$ cat src/rtl/counter_apb_slave.sv
// counter_apb_slave: zero-wait-state APB3 slave around a programmable up/down
// counter with a LIMIT register, a sticky WRAP flag and CLR/LD strobes.
// Register map (word index on PADDR):
//   0x0 LOAD  (RW)   0x1 LIMIT (RW)   0x2 CTRL (RW: EN, DIR, IE; CLR/LD strobes)
//   0x3 COUNT (RO)   0x4 STATUS (bit0 WRAP, write-1-to-clear)
// Optional feature: define COUNTER_APB_IRQ_EN to add a registered irq output
// equal to WRAP & CTRL.IE. Without it, IE is plain storage.
module counter_apb_slave #(
  parameter int CNT_W = 32
) (
  input  logic        clk,
  input  logic        rstn,
  input  logic        PSEL,
  input  logic        PENABLE,
  input  logic        PWRITE,
  input  logic [3:0]  PADDR,
  input  logic [31:0] PWDATA,
  output logic [31:0] PRDATA,
  output logic        PREADY
`ifdef COUNTER_APB_IRQ_EN
  ,
  output logic        irq
`endif
);

  localparam logic [3:0] ADDR_LOAD   = 4'h0;
  localparam logic [3:0] ADDR_LIMIT  = 4'h1;
  localparam logic [3:0] ADDR_CTRL   = 4'h2;
  localparam logic [3:0] ADDR_COUNT  = 4'h3;
  localparam logic [3:0] ADDR_STATUS = 4'h4;

  logic [CNT_W-1:0] load_val;
  logic [CNT_W-1:0] limit_val;
  logic [CNT_W-1:0] count;
  logic             en;
  logic             dir;
  logic             ie;
  logic             wrap;

  logic             wr;
  logic             clr_strobe;
  logic             ld_strobe;
  logic             w1c_wrap;
  logic [CNT_W:0]   step;
  logic             step_wrap;
  logic [CNT_W-1:0] step_val;

  // Zero-extend a counter-width value onto the 32-bit read bus.
  function automatic logic [31:0] zext(input logic [CNT_W-1:0] v);
    logic [31:0] r;
    r = '0;
    r[CNT_W-1:0] = v;
    return r;
  endfunction

  // One count step: returns {wrap_event, next_value}. Counting up also wraps
  // naturally past all ones, which covers LIMIT being lowered below COUNT.
  function automatic logic [CNT_W:0] next_count(input logic [CNT_W-1:0] cnt,
                                                input logic [CNT_W-1:0] lim,
                                                input logic             down);
    logic [CNT_W:0] r;
    if (down) begin
      if (cnt == '0) r = {1'b1, lim};
      else           r = {1'b0, cnt - CNT_W'(1)};
    end else begin
      if (cnt == lim) r = {1'b1, {CNT_W{1'b0}}};
      else            r = {(cnt == {CNT_W{1'b1}}), cnt + CNT_W'(1)};
    end
    return r;
  endfunction

  assign PREADY     = 1'b1;
  assign wr         = PSEL & PENABLE & PWRITE;
  assign clr_strobe = wr && (PADDR == ADDR_CTRL) && PWDATA[2];
  assign ld_strobe  = wr && (PADDR == ADDR_CTRL) && PWDATA[3];
  assign w1c_wrap   = wr && (PADDR == ADDR_STATUS) && PWDATA[0];
  assign step       = next_count(count, limit_val, dir);
  assign step_wrap  = step[CNT_W];
  assign step_val   = step[CNT_W-1:0];

  // Software-visible configuration registers.
  always_ff @(posedge clk) begin
    if (rstn) begin
      load_val  <= '0;
      limit_val <= '1;
      en        <= 1'b0;
      dir       <= 1'b0;
      ie        <= 1'b0;
    end else if (wr) begin
      case (PADDR)
        ADDR_LOAD:  load_val  <= PWDATA[CNT_W-1:0];
        ADDR_LIMIT: limit_val <= PWDATA[CNT_W-1:0];
        ADDR_CTRL: begin
          en  <= PWDATA[0];
          dir <= PWDATA[1];
          ie  <= PWDATA[4];
        end
        default: ;
      endcase
    end
  end

  // Counter and sticky wrap flag; CLR beats LD beats counting, set beats clear.
  always_ff @(posedge clk) begin
    if (rstn) begin
      count <= '0;
      wrap  <= 1'b0;
    end else begin
      if (clr_strobe) begin
        count <= '0;
      end else if (ld_strobe) begin
        count <= load_val;
      end else if (en) begin
        count <= step_val;
      end

      if (en && !clr_strobe && !ld_strobe && step_wrap) begin
        wrap <= 1'b1;
      end else if (w1c_wrap) begin
        wrap <= 1'b0;
      end
    end
  end

`ifdef COUNTER_APB_IRQ_EN
  // Interrupt follows WRAP & IE one edge later.
  always_ff @(posedge clk) begin
    if (rstn) irq <= 1'b0;
    else      irq <= wrap & ie;
  end
`endif

  // Combinational read mux, independent of PENABLE.
  always_comb begin
    PRDATA = '0;
    if (PSEL && !PWRITE) begin
      case (PADDR)
        ADDR_LOAD:   PRDATA = zext(load_val);
        ADDR_LIMIT:  PRDATA = zext(limit_val);
        ADDR_CTRL:   PRDATA = {27'b0, ie, 2'b00, dir, en};
        ADDR_COUNT:  PRDATA = zext(count);
        ADDR_STATUS: PRDATA = {31'b0, wrap};
        default:     PRDATA = '0;
      endcase
    end
  end

endmodule

$ cat config.mk
export PLATFORM = sky130hd
export DESIGN_NAME = counter_apb_slave
export DESIGN_NICKNAME = d
export VERILOG_FILES = /design/src/rtl/counter_apb_slave.sv
export SDC_FILE = /design/constraint.sdc
export NUM_CORES = 1
export LEC_CHECK = 0
export ABC_AREA = 0
export ABC_CLOCK_PERIOD_IN_PS = 3550
export CORE_ASPECT_RATIO = 0.6
export CORE_UTILIZATION = 40
export CTS_CLUSTER_SIZE = 14
export DETAILED_ROUTE_END_ITERATION = 16
export PLACE_DENSITY_LB_ADDON = 0.12
export SLEW_MARGIN = 20
export SYNTH_ARGS = -nofsm -noshare
export SYNTH_HDL_FRONTEND = slang
export SYNTH_SLANG_ARGS = --single-unit
export TNS_END_PERCENT = 50
$ cat constraint.sdc
create_clock -name clk -period 3.55 [get_ports clk]
set_input_delay 0.71 -clock clk [delete_from_list [all_inputs] [get_ports clk]]
set_output_delay 0.71 -clock clk [all_outputs]
set_load 0.01 [all_outputs]
Yosys cells after proc, flatten, opt, wreduce, memory -nomap -nowiden
Index checks and enable logic that the tools add are counted.
{"block": "word_totals", "ff_bits": 100, "input_bits": 41, "out_inout_bits": 33, "elab_cells": 46}
{"block": "op_classes", "addsub": 2, "n_eq_ne": 6, "muxes": 9, "n_bitwise": 2, "reduce_logical": 20}
{"operator": "$pmux W32 S5", "count": 1}
{"operator": "$mux W33", "count": 3}
{"operator": "$mux W32", "count": 3}
{"operator": "$add A32 B1 Y32 const B", "count": 1}
{"operator": "$eq A32 B32 Y1", "count": 1}
{"operator": "$eq A32 B32 Y1 const B", "count": 1}
{"operator": "$logic_not A32 Y1", "count": 1}
{"operator": "$sub A32 B1 Y32 const B", "count": 1}
{"operator": "$logic_and A1 B1 Y1", "count": 9}
{"operator": "$eq A4 B2 Y1 const B", "count": 2}
{"operator": "$reduce_and A2 Y1", "count": 3}
{"operator": "$eq A4 B1 Y1 const B", "count": 1}
{"operator": "$eq A4 B3 Y1 const B", "count": 1}
{"operator": "$logic_not A4 Y1", "count": 1}
{"operator": "$reduce_bool A2 Y1", "count": 2}
{"operator": "$logic_not A1 Y1", "count": 3}
{"operator": "$and A1 B1 Y1", "count": 2}
{"operator": "$mux W1", "count": 2}
{"operator": "$reduce_or A2 Y1", "count": 1}

Depth between registers and ports, before layout
Gate-level depths: netlist of the first run.
{"block": "depth", "ltp_word": 9, "depth_mapped": 11, "depth_no_buf": 9}

Least setup slack after synthesis of the first run
No wires, ideal clock.
{"block": "synth_path", "path_kind": "register to register", "from": "register count[0]", "to": "register count[22]", "setup_time_ns": 0.128, "t_arrival_ns": 2.618, "required_time_ns": 3.422, "setup_slack_ns": 0.804, "path_stages_with_launch": 11, "path_buffers": 2, "period_less_slack_ns": 2.746, "path_cell_list": "dfxtp_1 clkbuf_1 inv_1 ha_1 or4b_2 or4_4 o31ai_4 buf_6 nor2_1 a221oi_1 a21oi_1"}
{"block": "synth_between", "elab_chain_cells": 5, "elab_cells_between_ends": 9, "cone_classes": "2 x add/sub; 1 x eq/ne; 5 x mux; 1 x reduce/logical"}
{"element": "from (decl)", "line_no": "34", "rtl": "logic [CNT_W-1:0] count;"}
{"element": "from (signal assigned)", "line_no": "112", "rtl": "count <= load_val;"}
{"element": "from (signal assigned)", "line_no": "114", "rtl": "count <= step_val;"}
{"element": "$add A32 B1 Y32, or another cell as far along", "line_no": "67", "rtl": "else r = {(cnt == {CNT_W{1'b1}}), cnt + CNT_W'(1)};"}
{"element": "$mux W33 (on tied branches)", "line_no": "66, 63"}
{"element": "$mux W33 *", "line_no": "62", "rtl": "if (down) begin"}
{"element": "$mux W32 *", "line_no": "113", "rtl": "end else if (en) begin"}
{"element": "$mux W32 *", "line_no": "111", "rtl": "end else if (ld_strobe) begin"}
Every way passes the cells marked *; elsewhere a longest branch is shown, timed or not. The select of a mux whose other input is x is not followed.
A chain may end at the register's enable or synchronous reset.

Final worst setup path of the first run
{"block": "layout_path", "from": "input port PADDR[2]", "to": "output port PRDATA[27]"}
{"block": "layout_between", "elab_chain_cells": 3, "elab_cells_between_ends": 7, "cone_classes": "4 x eq/ne; 2 x mux; 1 x reduce/logical"}
{"element": "from (decl)", "line_no": "16", "rtl": "input logic [3:0] PADDR,"}
{"element": "$eq A4 B3 Y1, or another cell as far along", "line_no": "137", "rtl": "case (PADDR)"}
{"element": "$pmux W32 S5 *", "line_no": "137"}
{"element": "$mux W32 *", "line_no": "136", "rtl": "if (PSEL && !PWRITE) begin"}
{"element": "to (decl)", "line_no": "18", "rtl": "output logic [31:0] PRDATA,"}
Every way passes the cells marked *; elsewhere a longest branch is shown, timed or not.

==> results_dict.tcl, run 1 <==
set metrics [dict create \
    combinationalPowerShare_pct 9.8 \
    slew_violations 0 \
    area_delta_synth_final_pct 19.7 \
    htreeDepth 3 \
    cts_hold_buf 0 \
    gp_congestion 0.906 \
    grt.overflow.total 0 \
    final_nets 990 \
    syn_area_um2 6810 \
    grt_pass1_vias 5972 \
    power.net_switching_mw 0.629 \
    avgViaCountPerCell 5.89 \
    die_y_um 103 \
    run_status "complete, no violations" \
    ff_latch_area_um2 2000 \
    grt_usage_pct 27.3 \
    crit_required_ps 2840 \
    power_mw 2.42 \
    drt_first_pass_iters 5 \
    synth.most_common_cell "nand2_1" \
    synth_enable_flop_cells 0 \
    yosys_warnings 0 \
    vias 6947 \
    initial_core_util_pct 41.4 \
    crit_type "in -> out" \
    period_needed_ps 3460 \
    clock_path_buffers 2 \
    power_density_nw_per_um2 297 \
    power_frac_seq_pct 46.8 \
    rsz0062_at_grt "yes" \
    fin_setup_tns_ps 0 \
    p_clk_share_pct 43.4 \
    antenna_found_initial 0 \
    ys_top_cells_by_area "dfxtp_1 29%, a21oi_1 8.0%, nand2_1 7.5%" \
    cap_violations 0 \
    yosysTopAreaCellShare_pct 29.4 \
    max_freq_ghz 0.289 \
    cts_made_buffers 9 \
    min_period_over_period_pct 97.4 \
    leakage_nw 2.77 \
    root_buffer "clkbuf_16" \
    port-buffer-count 72 \
    final_area_um2 8150 \
    grt_max_degree 39 \
    synth_fp_nets 949 \
    peakVddDrop_mv 0.247 \
    placed_cell_area_um2 7840 \
    yosysTopAreaCell "dfxtp_1" \
    post-dp-hpwl_um 16500 \
    placed_cells 1163 \
    clk_pin_slew_ps 80 \
    setup_ws_ps 90.5 \
    cts_tree "built" \
    min_path_type "reg -> reg" \
    critPathArrivalTime_ps 2750 \
    dp_slack_ps 102 \
    yosys-top-cells-count "136 x nand2_1, 109 x a21oi_1, 100 x dfxtp_1" \
    clock-sinks 100 \
    fillers 1644 \
    cp_max_fo 32 \
    syn_avg_cell_area_um2 7.52 \
    switching_share_pct 26.0 \
    final_layout_size_suffix_gt1_share_pct 9.99 \
    netlist_instances 905 \
    finClkSkew_ps 7.50 \
    synthArstFlopShare_pct 0 \
    wl_per_cell_um 19.8 \
    row_count 36 \
    ioPinCount 74 \
    cp-end-kind "primary output" \
    hold_ws_ps 477 \
    seq_area_frac_synth_pct 29.4 \
    core_region_area_um2 16400 \
    clock_latency_ps 360 \
    ys_seq_elements 100 \
    ant_nets 0 \
    fin_cells 1179 \
    setup_violations 0 \
    tightest_slew_ps 794 \
    multi_input_area_um2 4360 \
    num_antenna_cells 0 \
    hold_viol 0 \
    dieWidth_um 170 \
    start_kind "input port" \
    grt_pass1_wl_um 36600 \
    synth_cell_types 65 \
    drt-initial-drc-count 761 \
    drc 0 \
    die_area_um2 17600 \
    p_int_mw 1.80 \
    wirelength_um 23400 \
    fin_util_pct 49.6 \
    ys.flop_type "dfxtp_1" \
    relSlewSlack_pct 46.9 \
]
[layer usage]
layer  vias to the layer above  track usage (%)  wire length [µm]
met5                         -                0                 0
li1                       3321                -                 -
met4                         0             4.09               151
met1                      3243             45.3             12600
met3                        14             5.49              2270
met2                       369             34.8              8360
[worst paths after layout]
| path | from | endpoint | slack (ps) | cells after the start |
|---|---|---|---|---|
| hold / removal | load_val[19] | load_val[19] | 480 | 2 |
| setup / recovery | PADDR[2] | PRDATA[27] | 90 | 7 |
| hold reg to reg | load_val[19] | load_val[19] | 480 | 2 |
| setup reg to reg | count[0] | count[7] | 500 | 9 |
[cell usage in the layout, fill, tap and decap left out, drive strengths merged, types with 4 or more instances in the layout]
cell,n
mux2i,5
nor4,16
o31ai,5
or4,10
clkbuf,9
dfxtp,100
a221oi,10
nand3,20
xor2,20
a211o,33
a311oi,4
a22oi,39
o21a,6
a21oi,109
inv,13
nor3,16
nand4,15
or3,23
nor2b,36
nor2,36
and2,5
o21ai,23
xnor2,56
nand2,137
buf,54
and4,4
o211ai,21
clkdlybuf4s50,71
and3,11
[power groups by stage]
stage	logic (mW)	registers, mW	clock network (mW)
global route	0.255	1.14	1.11
detailed placement	0.233	1.16	0
finish	0.237	1.14	1.05
global placement	0.233	1.16	0
CTS	0.234	1.14	1.07
floorplan	0.133	1.16	0
[cell type report]
| cell class | instances | share of cell area, % |
|---|---|---|
| Inverter | 10 | 0.460 |
| Timing Repair Buffer | 125 | 14.3 |
| Sequential cell | 100 | 24.6 |
| Clock buffer | 9 | 2.76 |
| Multi-Input combinational cell | 700 | 53.5 |
| Tap cell | 228 | 3.50 |
| Clock inverter | 7 | 0.998 |
[sequential cells by signal, indices dropped and copies added (netlist names)]
register and cells:
count 32, ie 1, load_val 32, en 1, limit_val 32, dir 1
wrap 1
[worst max-delay path, stage by stage]
cell and delay, ps:
clkdlybuf4s50_1 450, buf_4 180, nor4_2 240, buf_12 260
a22oi_1 90, a21oi_1 230, clkdlybuf4s50_1 580
[cells by family after synthesis]
group	count (synthesis)	synth area share (%)
compound gates	272	26.5
simple gates	343	26.1
mux	5	0.735
xor+xnor	76	9.78
buf+inv	105	6.89
other cells	1	0.0551
flops	100	29.4
fa+ha+maj	3	0.551
[repair_timing]
item                                    4_1_cts  5_1_grt
setup buffers                                 0        0
resized for setup                             0        1
endpoints found under the setup margin        0        2
(Power assumes the default switching activity.)
==> run 2, diff against run 1 <==
CORE_MARGIN = 2   (was not set)
==> run 2 against run 1 <==
Global-route usage decreased by 0.91 points; register-to-register slack gained 20 ps; die area rose by 3.1%; total power shrank 0.53%; largest power group unchanged.
==> results_dict.tcl, run 2 (same netlist as run 1, synthesis figures left out) <==
set metrics [dict create \
    run_status "complete, no violations" \
    cp_top_family "buffers and inverters" \
    hold_viol 0 \
    cts_tree "built" \
    die_area_um2 18100 \
    cp_slowest_cell "clkdlybuf4s50_1" \
    critPathArrivalTime_ps 2740 \
    port-buffer-count 72 \
    rsz0062_at_grt "yes" \
    fillers 1655 \
    wl_per_cell_um 20.0 \
    drt_first_pass_iters 5 \
    ant_nets 0 \
    avgViaCountPerCell 5.93 \
    finClkSkew_ps 14.0 \
    grt.overflow.total 0 \
    grt_usage_pct 26.4 \
    dp_slack_ps 97.4 \
    row_count 36 \
    grt_pass1_vias 6161 \
    clock_latency_ps 350 \
    drt-initial-drc-count 779 \
    final_common_cell "nand2_1" \
    slowest_delay_ps 550 \
    final_layout_size_suffix_gt1_share_pct 9.31 \
    final_nets 984 \
    layout_common_cells "136 x nand2_1, 107 x a21oi_1, 100 x dfxtp_1, 66 x clkdlybuf4s50_1, 56 x xnor2_1" \
    wirelength_um 23500 \
    gp_congestion 0.911 \
    htreeDepth 3 \
    cap_violations 0 \
    initial_core_util_pct 41.4 \
    antenna_found_initial 0 \
    path_cells "clkdlybuf4s50_1 > nor4_2 > buf_4 > buf_12 > a22oi_1 > a21oi_1 > clkdlybuf4s50_1" \
    setup_violations 0 \
    grt_max_degree 65 \
    start_kind "input port" \
    core_region_area_um2 16400 \
    fin_util_pct 49.5 \
    power_mw 2.41 \
    num_antenna_cells 0 \
    cp_max_fo 13 \
    min_period_over_period_pct 97.1 \
    cts_made_buffers 9 \
    crit_path_frequent_cell "clkdlybuf4s50_1" \
    clock-sinks 100 \
    power_density_nw_per_um2 296 \
    clock_path_buffers 2 \
    area_delta_synth_final_pct 19.6 \
    die_y_um 105 \
    dieWidth_um 172 \
    clk_pin_slew_ps 70 \
    min_path_type "reg -> reg" \
    cp-end-kind "primary output" \
    drc 0 \
    peakVddDrop_mv 0.194 \
    slew_violations 0 \
    setup_ws_ps 104 \
    ioPinCount 74 \
    fin_setup_tns_ps 0 \
    period_needed_ps 3450 \
    crit_type "in -> out" \
    tightest_slew_ps 723 \
    crit_buf_inv 4 \
    root_buffer "clkbuf_16" \
    post-dp-hpwl_um 16300 \
    vias 6958 \
    relSlewSlack_pct 51.8 \
    top_regs "count x32, limit_val x32, load_val x32" \
    crit_required_ps 2840 \
    max_freq_ghz 0.290 \
    grt_pass1_wl_um 37100 \
    leakage_nw 2.83 \
    cts_hold_buf 0 \
]
-- run 2: changes by cell type in the layout (fill, tap and decap cells not counted), moves of 2 or more --
| cell | previous run | this run |
|---|---|---|
| dlymetal6s2s_1 | 0 | 5 |
| clkdlybuf4s50_1 | 71 | 66 |
| buf_12 | 4 | 6 |
| buf_4 | 49 | 41 |
-- run 2: path summary, 6_finish.rpt --
path                startpoint            to  depth (start not counted)  slack [ps]
hold / removal    load_val[20]  load_val[20]                          2         470
setup reg to reg      count[0]      count[0]                         10         520
hold reg to reg   load_val[20]  load_val[20]                          2         470
setup / recovery      PADDR[0]    PRDATA[21]                          7         100
-- run 2: area by class of cell --
class	count	area (µm²)	area share, %
clock buffer	11	243	2.98
clock inverter	5	60.1	0.738
inverter	10	37.5	0.461
multi-input combinational	700	4360	53.5
sequential	100	2000	24.6
tap	228	285	3.50
timing repair buffer	119	1160	14.2
-- run 2: metal layers --
| metal | track usage, % | up-vias | wire length [µm] |
|---|---|---|---|
| li1 | - | 3317 | - |
| met1 | 44.5 | 3284 | 12400 |
| met2 | 33.9 | 339 | 8760 |
| met3 | 4.55 | 18 | 2160 |
| met4 | 4.02 | 0 | 185 |
| met5 | 0 | - | 0 |
-- run 2: metrics by stage --
step	instance area, µm²	instances	hold slack [ps]
global placement	7820	1157	462
CTS	8130	1173	475
global route	8140	1173	495
floorplan	6810	905	445
finish	8140	1173	474
detailed placement	7820	1157	466
-- run 2: worst min-delay path, delay by kind of cell, from the launching register on --
kind	cells	cell delay, ps
compound gates	1	50
flops	1	320
simple gates	1	60
-- run 2: repair_timing --
item,4_1_cts,5_1_grt
setup buffers,0,0
gates resized for setup,0,6
setup endpoints to repair,0,10
-- run 2: power breakdown --
part           switching [mW]  total [mW]  leakage [nW]  internal [mW]
combinational           0.127       0.237          1.87          0.110
clock                   0.468        1.04         0.146          0.570
sequential            0.00955        1.14         0.807           1.13
total                   0.605        2.41          2.83           1.81
==> run 3, diff against run 2 <==
--- a/config.mk
+++ b/config.mk
@@ -10,3 +10,2 @@
 export CORE_ASPECT_RATIO = 0.6
-export CORE_MARGIN = 2
 export CORE_UTILIZATION = 40
@@ -15,3 +14,2 @@
 export PLACE_DENSITY_LB_ADDON = 0.12
-export SLEW_MARGIN = 20
 export SYNTH_ARGS = -nofsm -noshare
--- a/constraint.sdc
+++ b/constraint.sdc
@@ -3,2 +3,2 @@
 set_output_delay 0.71 -clock clk [all_outputs]
-set_load 0.01 [all_outputs]
+set_load 0.1 [all_outputs]
==> run 3 against run 2 <==
Register-to-register slack lost 40 ps; first-iteration DRC count shrank 22%; largest power group unchanged; count of clock-buffer cells in the layout is the same; highest routed layer unchanged; critical path type unchanged; via count grew 0.93%; largest cell class unchanged.
==> results_dict.tcl, run 3 (same netlist as run 1, synthesis figures left out) <==
set metrics [dict create \
    top_regs "count x32, limit_val x32, load_val x32" \
    root_buffer "clkbuf_16" \
    cap_violations 0 \
    final_common_cell "nand2_1" \
    clock-sinks 100 \
    cp-end-kind "primary output" \
    period_needed_ps 3250 \
    drc 0 \
    final_nets 983 \
    ioPinCount 74 \
    cts_hold_buf 0 \
    fin_util_pct 51.3 \
    grt_usage_pct 27.9 \
    slew_violations 0 \
    cts_made_buffers 9 \
    clk_pin_slew_ps 70 \
    rsz0062_at_grt "no" \
    port-buffer-count 72 \
    die_y_um 103 \
    cts_resized 0 \
    p_int_mw 1.74 \
    gp_congestion 0.931 \
    final_layout_size_suffix_gt1_share_pct 14.2 \
    fin_cells 1172 \
    crit_type "in -> out" \
    area_delta_synth_final_pct 23.8 \
    core_region_area_um2 16400 \
    combinationalPowerShare_pct 10.9 \
    post-dp-hpwl_um 16600 \
    power.net_switching_mw 0.613 \
    switching_share_pct 26.1 \
    p_clk_share_pct 40.7 \
    power_density_nw_per_um2 279 \
    final_area_um2 8430 \
    cp_max_fo 17 \
    dieWidth_um 170 \
    dp_slack_ps 296 \
    run_status "complete, no violations" \
    start_kind "input port" \
    critPathArrivalTime_ps 2540 \
    grt.overflow.total 0 \
    min_path_type "reg -> reg" \
    placed_cells 1156 \
    grt_pass1_vias 6114 \
    die_area_um2 17600 \
    clock_latency_ps 360 \
    power_frac_seq_pct 48.4 \
    min_period_over_period_pct 91.6 \
    relSlewSlack_pct 26.2 \
    grt_max_degree 48 \
    antenna_found_initial 0 \
    cts_tree "built" \
    placed_cell_area_um2 8150 \
    layout_common_cells "136 x nand2_1, 100 x dfxtp_1, 92 x a21oi_1, 56 x xnor2_1, 44 x buf_4" \
    avgViaCountPerCell 5.99 \
    setup_ws_ps 297 \
    fillers 1613 \
    initial_core_util_pct 41.4 \
    grt_pass1_wl_um 37400 \
    leakage_nw 2.85 \
    hold_viol 0 \
    max_freq_ghz 0.307 \
    clock_path_buffers 2 \
    drt_first_pass_iters 6 \
    wl_per_cell_um 20.2 \
    setup_violations 0 \
    crit_required_ps 2840 \
    wirelength_um 23600 \
    cts_setup_buffers 0 \
    finClkSkew_ps 9.18 \
    ant_nets 0 \
    htreeDepth 3 \
    peakVddDrop_mv 0.208 \
    tightest_slew_ps 1100 \
    vias 7023 \
    row_count 36 \
    drt-initial-drc-count 605 \
    num_antenna_cells 0 \
]
run 3: cell types whose count changed in the layout (fill, tap and decap cells not counted), sizes merged:
cell | previous run | this run
buf | 48 | 79
clkdlybuf4s50 | 66 | 39
dlymetal6s2s | 5 | 0
bufinv | 1 | 0
clkinv | 2 | 3
clkinvlp | 1 | 2
inv | 11 | 10
run 3: worst paths after layout:
| check | start | to | slack (ps) | depth (start not counted) |
|---|---|---|---|---|
| setup / recovery | PADDR[0] | PRDATA[31] | 300 | 6 |
| hold / removal | load_val[12] | load_val[12] | 470 | 2 |
| setup reg to reg | count[1] | count[0] | 480 | 10 |
| hold reg to reg | load_val[12] | load_val[12] | 470 | 2 |
run 3: metal layers:
layer / track usage (%) / up-vias / share of wire, %
met5: 0 / - / 0
met4: 4.92 / 0 / 0.79
met3: 5.68 / 20 / 9.2
met2: 37.3 / 339 / 37
met1: 44.5 / 3355 / 53
li1: - / 3309 / -
run 3: worst max-delay path, cell delays in order:
cell and delay, ps:
clkdlybuf4s50_1 540, nor4_2 360, buf_4 300, a22oi_1 100, a21oi_1 310, buf_12 220
run 3: layout make-up:
| type | count | area (µm²) | area share (%) |
|---|---|---|---|
| Timing Repair Buffer | 118 | 1410 | 16.7 |
| Tap cell | 228 | 285 | 3.38 |
| Clock inverter | 5 | 37.5 | 0.445 |
| Multi-Input combinational cell | 700 | 4420 | 52.4 |
| Sequential cell | 100 | 2000 | 23.8 |
| Inverter | 10 | 37.5 | 0.445 |
| Clock buffer | 11 | 243 | 2.88 |
run 3: per-stage QoR:
step	power, mW	hold WS (ps)	TNS [ps]
2_1_floorplan	1.31	445	-6940
3_3_place_gp	1.41	458	0
3_5_place_dp	1.41	459	0
4_1_cts	2.36	469	0
5_1_grt	2.43	491	0
6_report	2.35	468	0
run 3: power groups by stage:
stage	clock, mW	sequential (mW)	combinational, mW
2_1_floorplan	0	1.16	0.149
3_3_place_gp	0	1.16	0.251
3_5_place_dp	0	1.16	0.250
4_1_cts	0.976	1.14	0.252
5_1_grt	1.02	1.14	0.273
6_report	0.956	1.14	0.256
